===== config.mk =====
export PLATFORM = sky130hd
export DESIGN_NAME = pc_fetch_ctrl
export DESIGN_NICKNAME = d
export VERILOG_FILES = /design/src/rtl/pc_fetch_ctrl.sv
export SDC_FILE = /design/constraint.sdc
export NUM_CORES = 1
export LEC_CHECK = 0
export CAP_MARGIN = 20
export CELL_PAD_IN_SITES_DETAIL_PLACEMENT = 1
export CELL_PAD_IN_SITES_GLOBAL_PLACEMENT = 1
export CORE_ASPECT_RATIO = 0.75
export CORE_MARGIN = 1
export CORE_UTILIZATION = 31
export DETAILED_ROUTE_END_ITERATION = 12
export GPL_TIMING_DRIVEN = 0
export PLACE_DENSITY = 0.95
export SYNTH_ARGS = -nofsm -noshare
export SYNTH_HDL_FRONTEND = slang
export SYNTH_SLANG_ARGS = --single-unit

===== constraint.sdc =====
create_clock -name i_clk -period 3.1 [get_ports i_clk]
set_input_delay 0.31 -clock i_clk [delete_from_list [all_inputs] [get_ports i_clk]]
set_output_delay 0.31 -clock i_clk [all_outputs]
set_load 0.01 [all_outputs]

===== src/rtl/pc_fetch_ctrl.sv =====
// Program-counter fetch sequencer: PC select, imem req/ack handshake, stall absorb, redirect/drain.
// Optional misaligned-branch trap enabled by defining PCCTRL_ALIGN_CHK_EN.
module pc_fetch_ctrl #(
  parameter logic [31:0] TRAP_VEC = 32'h0000_0100,
  parameter int          TIMEOUT  = 255,
  parameter int          CNT_W    = 16
) (
  input  logic             i_clk,
  input  logic             i_rst,
  input  logic             i_start,
  output logic             o_imem_req,
  input  logic             i_imem_ack,
  input  logic             i_stall,
  input  logic             i_branch_taken,
  input  logic [31:0]      i_branch_target,
  input  logic             i_trap,
  output logic [1:0]       o_pc_sel,
  output logic [31:0]      o_jump_dir,
  output logic             o_instr_valid,
  output logic             o_flush,
  output logic             o_timeout_err,
  output logic             o_misalign_err,
  output logic             o_busy,
  output logic [CNT_W-1:0] o_fetch_count
);

  localparam int TW = $clog2(TIMEOUT + 1);
  localparam logic [TW-1:0] TMAX = TW'(TIMEOUT - 1);

  typedef enum logic [1:0] {S_IDLE, S_FETCH, S_STALL, S_DRAIN} state_t;

  state_t           r_state;
  state_t           w_next;
  logic [TW-1:0]    r_timer;
  logic [CNT_W-1:0] r_count;
  logic             w_misalign;
  logic             w_ext_redir;
  logic             w_timer_hit;
  logic             w_trap_vec;
  logic             w_inc;

`ifdef PCCTRL_ALIGN_CHK_EN
  assign w_misalign = i_branch_taken & (i_branch_target[1:0] != 2'b00) & (r_state != S_IDLE);
`else
  assign w_misalign = 1'b0;
`endif

  assign w_ext_redir    = i_trap | i_branch_taken | w_misalign;
  assign w_timer_hit    = (r_timer == TMAX);
  assign o_misalign_err = w_misalign;
  assign o_busy         = (r_state != S_IDLE);
  assign o_fetch_count  = r_count;

  // Mealy output decode and next-state selection
  always_comb begin
    w_next        = r_state;
    o_pc_sel      = 2'd3;
    o_imem_req    = 1'b0;
    o_instr_valid = 1'b0;
    o_flush       = 1'b0;
    o_timeout_err = 1'b0;
    w_trap_vec    = 1'b0;
    w_inc         = 1'b0;
    case (r_state)
      S_IDLE: begin
        o_pc_sel = 2'd0;
        if (i_start) w_next = S_FETCH;
        else         w_next = S_IDLE;
      end
      S_FETCH: begin
        o_imem_req = 1'b1;
        if (w_ext_redir) begin
          o_pc_sel   = 2'd1;
          o_flush    = 1'b1;
          w_trap_vec = i_trap | w_misalign;
          // an ack arriving with the redirect is the stale word; otherwise wait for it
          w_next     = i_imem_ack ? S_FETCH : S_DRAIN;
        end else if (i_imem_ack) begin
          o_instr_valid = 1'b1;
          if (i_stall) begin
            o_pc_sel = 2'd3;
            w_next   = S_STALL;
          end else begin
            o_pc_sel = 2'd2;
            w_inc    = 1'b1;
            w_next   = S_FETCH;
          end
        end else if (w_timer_hit) begin
          o_timeout_err = 1'b1;
          o_pc_sel      = 2'd1;
          o_flush       = 1'b1;
          w_trap_vec    = 1'b1;
          w_next        = S_DRAIN;
        end else begin
          o_pc_sel = 2'd3;
        end
      end
      S_STALL: begin
        if (w_ext_redir) begin
          o_pc_sel   = 2'd1;
          o_flush    = 1'b1;
          w_trap_vec = i_trap | w_misalign;
          w_next     = S_FETCH;
        end else if (!i_stall) begin
          o_instr_valid = 1'b1;
          o_pc_sel      = 2'd2;
          w_inc         = 1'b1;
          w_next        = S_FETCH;
        end else begin
          o_instr_valid = 1'b1;
          o_pc_sel      = 2'd3;
        end
      end
      S_DRAIN: begin
        if (w_ext_redir) begin
          o_pc_sel   = 2'd1;
          o_flush    = 1'b1;
          w_trap_vec = i_trap | w_misalign;
        end else begin
          o_pc_sel = 2'd3;
        end
        if (i_imem_ack) begin
          w_next = S_FETCH;
        end else if (w_timer_hit) begin
          o_timeout_err = 1'b1;
          w_next        = S_FETCH;
        end else begin
          w_next = S_DRAIN;
        end
      end
      default: begin
        o_pc_sel = 2'd0;
        w_next   = S_IDLE;
      end
    endcase
    o_jump_dir = w_trap_vec ? TRAP_VEC : i_branch_target;
  end

  // State, ack-wait timer and delivered-instruction counter
  always_ff @(posedge i_clk or posedge i_rst) begin
    if (i_rst) begin
      r_state <= S_IDLE;
      r_timer <= {TW{1'b0}};
      r_count <= {CNT_W{1'b0}};
    end else begin
      r_state <= w_next;
      if ((w_next != r_state) || i_imem_ack ||
          ((r_state != S_FETCH) && (r_state != S_DRAIN))) begin
        r_timer <= {TW{1'b0}};
      end else begin
        r_timer <= r_timer + {{(TW-1){1'b0}}, 1'b1};
      end
      if (w_inc) r_count <= r_count + {{(CNT_W-1){1'b0}}, 1'b1};
      else       r_count <= r_count;
    end
  end

endmodule


* Word level (Yosys, flattened, before mapping)
Cells that the tools add are included.
** Cells by class
- Bitwise gates (word level) :: 1
- Reduce and logical (&&, ||, !) cells :: 6
- $add $sub $neg :: 2
- Equality and inequality tests :: 7
- Mux-type cells :: 39
** Operators with widths (number)
- 32-bit two-way mux :: 1
- 2-bit two-way mux :: 13
- 1-bit two-way mux :: 17
- 16-bit by 1-bit adder with 16-bit output (second input constant) :: 1
- 2-bit case mux with 4 select lines :: 2
- 1-bit case mux with 2 select lines :: 5
- 8-bit by 1-bit adder with 8-bit output (second input constant) :: 1
- 8-bit == test (second input constant) :: 1
- 8-bit two-way mux :: 1
- 2-bit == test (second input constant) :: 2
- 2-bit by 1-bit == test with 1-bit output (second input constant) :: 1
- 2-bit logical NOT :: 1
- 1-bit logical OR :: 2
- 2-bit by 1-bit inequality test with 1-bit output (second input constant) :: 1
- 2-bit inequality test :: 1
- 2-bit inequality test (second input constant) :: 1
- 2-bit nonzero test :: 1
- 2-bit OR reduction :: 1
- 1-bit logical AND :: 1
- 1-bit bitwise OR :: 1
** Storage, ports and cells
- Register bits after elaboration :: 26
- Bits of input ports :: 39
- Output and inout bits :: 56

* Logic depth before layout (Yosys ltp)
- Depth in word-level cells :: 9
- Depth in mapped cells :: 9
- Gate-level depth less buffers :: 7

* Least setup slack after synthesis
Ideal clock, no wire load.
- Kind :: register -> output
- Start point :: register r_state[1]
- End point :: output o_jump_dir[10]
- Cell stages (with the launch flop) :: 9
- Path slack :: 0.864 ns
- Data required time :: 2.790 ns
- Arrival :: 1.926 ns
- Buffers on the path :: 1
- Cells stage by stage :: dfrtp_1 inv_1 ha_1 nor2b_4 or3b_1 o21ai_1 nand2_2 buf_6 and2_1
** On the way
- Word-level cells in the longest chain between the ends :: 4
- Elaborated cells between the ends (all ways) :: 6
- Those cells by class :: 3 x eq/ne; 2 x mux; 1 x reduce/logical
** RTL lines
- start, declared :: line 32 : state_t r_state;
- start signal, assigned :: line 146 : r_state <= w_next;
- 2-bit == test :: line 64 : case (r_state)
- 2-bit OR reduction (no line)
- 1-bit case mux with 2 select lines (*) :: line 64
- 32-bit two-way mux (*) :: line 136 : o_jump_dir = w_trap_vec ? TRAP_VEC : i_branch_target;
- end, declared :: line 18 : output logic [31:0] o_jump_dir,
Mark *: on every way between the ends. The rest lies on a longest branch, timed or not.

* Worst setup path in the final report
- Start point :: register r_state[0]
- End point :: output o_jump_dir[29]
Same word-level chain as after synthesis.

==> flow_summary_export.csv <==
group,metric,value,unit
timing,finalMaxSlewViolations,0,
synthesis,synth_top_family_by_area,"simple AND/OR/NAND/NOR gates",
global_route,grt_max_degree,27,
worst_setup_path,worstSetupStartpointType,"register",
worst_hold_path,hold_path.class,"in2async",
timing,max_slew_margin,55.3,%
power,clkPwrFrac,14.0,%
timing,period_share,97.4,%
routing,vias_per_cell,4.90,
synthesis,ys.flop_type,"dfrtp_1",
timing,setup_violations,0,
synthesis,synth_top_area_share,34.5,%
layout,final_common_cell,"clkdlybuf4s50_1",
worst_setup_path,cp_num_buf_inv,4,
worst_setup_path,worstSetupEndpointType,"output pin",
worst_setup_path,cp.arrival,2.71,ns
worst_setup_path,path_cells,"buf_4 -> ha_4 -> clkbuf_8 -> or3_4 -> nand2_1 -> o21ai_2 -> nand2_2 -> buf_6 -> and2_4 -> clkdlybuf4s50_1",
power,power_density,659,nW/um^2
synthesis,synth_seq_area_share,34.5,%
synthesis,synth_seq_cells,26,
worst_setup_path,critPathSlowestCell,"clkdlybuf4s50_1",
global_route,overflow,0,
power,swShare,38.2,%
synthesis,synth_xor_area_share,9.74,%
placement,dp.cells,366,
worst_setup_path,r2r_slack,0.73,ns
placement,dp_hpwl,4650,um
timing,fmax,331,MHz
placement,io_buffers,91,
floorplan,core-area,5860,um^2
timing,setup_ws,0.0804,ns
cts,cts_tree,"built",
synthesis,ys.warnings.count,0,
floorplan,floorplan.initialDensity,32.2,%
cts,cts.sinks,26,
worst_setup_path,max_stage_delay,0.56,ns
layout,final_cell_mix,"clkdlybuf4s50_1 (86), and2_4 (28), dfrtp_1 (24)",
cts,clkLatencyLatePin,0.27,ns
worst_setup_path,critical-path-top-delay-family,"buffers and inverters",
global_route,grt_pass1_wl,9980,um
timing,tns,0,ns
layout,area_growth,63.6,%
floorplan,fp-row-count,24,
synthesis,synth_mux_area_share,0.596,%
synthesis,syn_avg_cell_area,9.58,um^2
timing,tightest_slew,0.669,ns
routing,drt_pass1_iterations,4,
placement,gp_congestion,0.833,
timing,hold_viol,0,
placement,placed_cell_area,2900,um^2
global_route,grt_usage,19.9,%
cts,ctsRootBufferMaster,"clkbuf_8",
power,p_int,0.00126,W
synthesis,synth_cell_types,48,
layout,layout-drive-gt1-share,22.3,%
job,drv_cap,0,
worst_setup_path,r2r-end,"r_timer[2]",
floorplan,die_w,92.1,um
power,p_sw,0.000777,W
layout,final_core_util,52.8,%
layout,final_nets,347,
synthesis,synth-simple-area-share,34.6,%
synthesis,synthCells,197,
layout,fin_cells,378,
synthesis,synth_edf_count,0,
synthesis,synthArstFlopShare,100,%
worst_setup_path,r2r_start,"r_timer[0]",
power,ir_drop,0.000362,V
global_route,antenna_found_initial,0,
power,combPwrFrac,64.8,%
cts,clk_path_buf_depth,2,
routing,drt-initial-drc-count,80,
worst_setup_path,cp.required,2.79,ns
cts,clk_pin_slew_worst_paths,0.09,ns
outcome,outcome,"complete, no violations",
cts,cts_htree_levels,1,
routing,detail-route-antenna-nets,0,
placement,pre_cts_ws,0.186,ns
routing,via_count,1852,
global_route,grt_pass1_vias,1944,
worst_setup_path,crit_fanout,10,
routing,drt-total-wl,6350,um
synthesis,synth_fa_ha_area_share,4.64,%
routing,wl_per_cell,16.8,um
synthesis,syn-num-nets,243,
layout,antenna_cells,0,
floorplan,die-area,6410,um^2
worst_setup_path,worst-path-stages,10,
timing,worst_clock_skew,0.00251,ns
layout,design_area,3090,um^2
synthesis,synth-compound-area-share,10.3,%
power,share_seq_of_total_power,21.2,%
floorplan,chipHeight,69.6,um
worst_setup_path,rr_worst_depth,8,
timing,period_minus_slack,3.02,ns
synthesis,yosysTopAreaCell,"dfrtp_1",
synthesis,synth_area,1890,um^2
worst_setup_path,path_class,"reg2out",
power,leakage,1.35,nW
routing,drc,0,
floorplan,io-pin-count,95,
cts,cts_buffers,3,
synthesis,synth.area.top_cells,"dfrtp_1 (34%), and2_4 (13%), xnor2_1 (6.0%)",
==> cell type report <==
cell class	instances	area (um^2)
Clock inverter	1	30.0
Tap cell	78	97.6
Multi-Input combinational cell	156	1160
Fill cell	653	2770
Timing Repair Buffer	100	1010
Inverter	6	22.5
Sequential cell	26	653
Buffer	8	76.3
Clock buffer	3	41.3
==> stage by stage <==
stage | hold WS [ns] | power, W
after floorplan | 0.350 | 0.00113
after global placement | 0.458 | 0.00160
after detailed placement | 0.469 | 0.00166
after CTS | 0.361 | 0.00199
after global routing | 0.224 | 0.00215
final | 0.221 | 0.00204
==> cell usage after synthesis, types with 2 or more instances <==
library cell and n:
a211oi_1 2, nand3_1 6, nor3_1 11, and2_1 5, and3_1 4, xor2_1 8, a21oi_1 6, dfrtp_1 26
buf_2 2, or2_2 2, nand2b_1 2, inv_1 6, and2_4 28, buf_6 4, a31oi_1 4, nand2_1 15
o21ai_0 5, nor2_1 8, ha_1 7, xnor2_1 13, nand4_1 6
==> power groups by stage <==
| stage | logic, W | registers, W | clock network [W] |
|---|---|---|---|
| 6_report | 0.00132 | 0.000433 | 0.000284 |
| 5_1_grt | 0.00141 | 0.000439 | 0.000304 |
| 4_1_cts | 0.00126 | 0.000432 | 0.000293 |
| 3_5_place_dp | 0.00122 | 0.000445 | 0 |
| 3_3_place_gp | 0.00116 | 0.000437 | 0 |
| 2_1_floorplan | 0.000693 | 0.000434 | 0 |
==> registers in the layout (all words and copies together) (netlist names) <==
name	flops
o_fetch_count	16
r_timer	8
r_state	2
==> routing by layer <==
layer,wire [um],up-vias,global-route usage [%],part of all wire [%]
met2,3270,54,34.4,51
li1,-,883,-,-
met3,233,4,3.95,3.7
met5,0,-,0,0
met4,63,0,2.43,0.99
met1,2780,911,26.4,44
==> kinds of logic after synthesis <==
logic type | after synthesis
AND/OR/NAND/NOR | 98
adder cells (fa/ha/maj) | 7
other | 1
flip-flops | 26
buffers and inverters | 15
AO/OA/AOI/OAI | 28
multiplexers | 1
XOR/XNOR | 21
==> worst max-delay path by stage <==
stage / from / to
after floorplan: r_state[1] / o_jump_dir[10]
after global placement: r_state[1] / o_jump_dir[12]
after detailed placement: r_state[1] / o_jump_dir[18]
after CTS: r_state[0] / o_jump_dir[18]
after global routing: r_state[0] / o_jump_dir[29]
final: r_state[0] / o_jump_dir[29]
==> repair_timing <==
action                     CTS  global route
hold buffers                 0             0
setup buffers                3             5
resized for setup            3             9
setup endpoints to repair   30            30
pin swaps                    0             1
No activity file was read; power rests on OpenSTA's default activity.
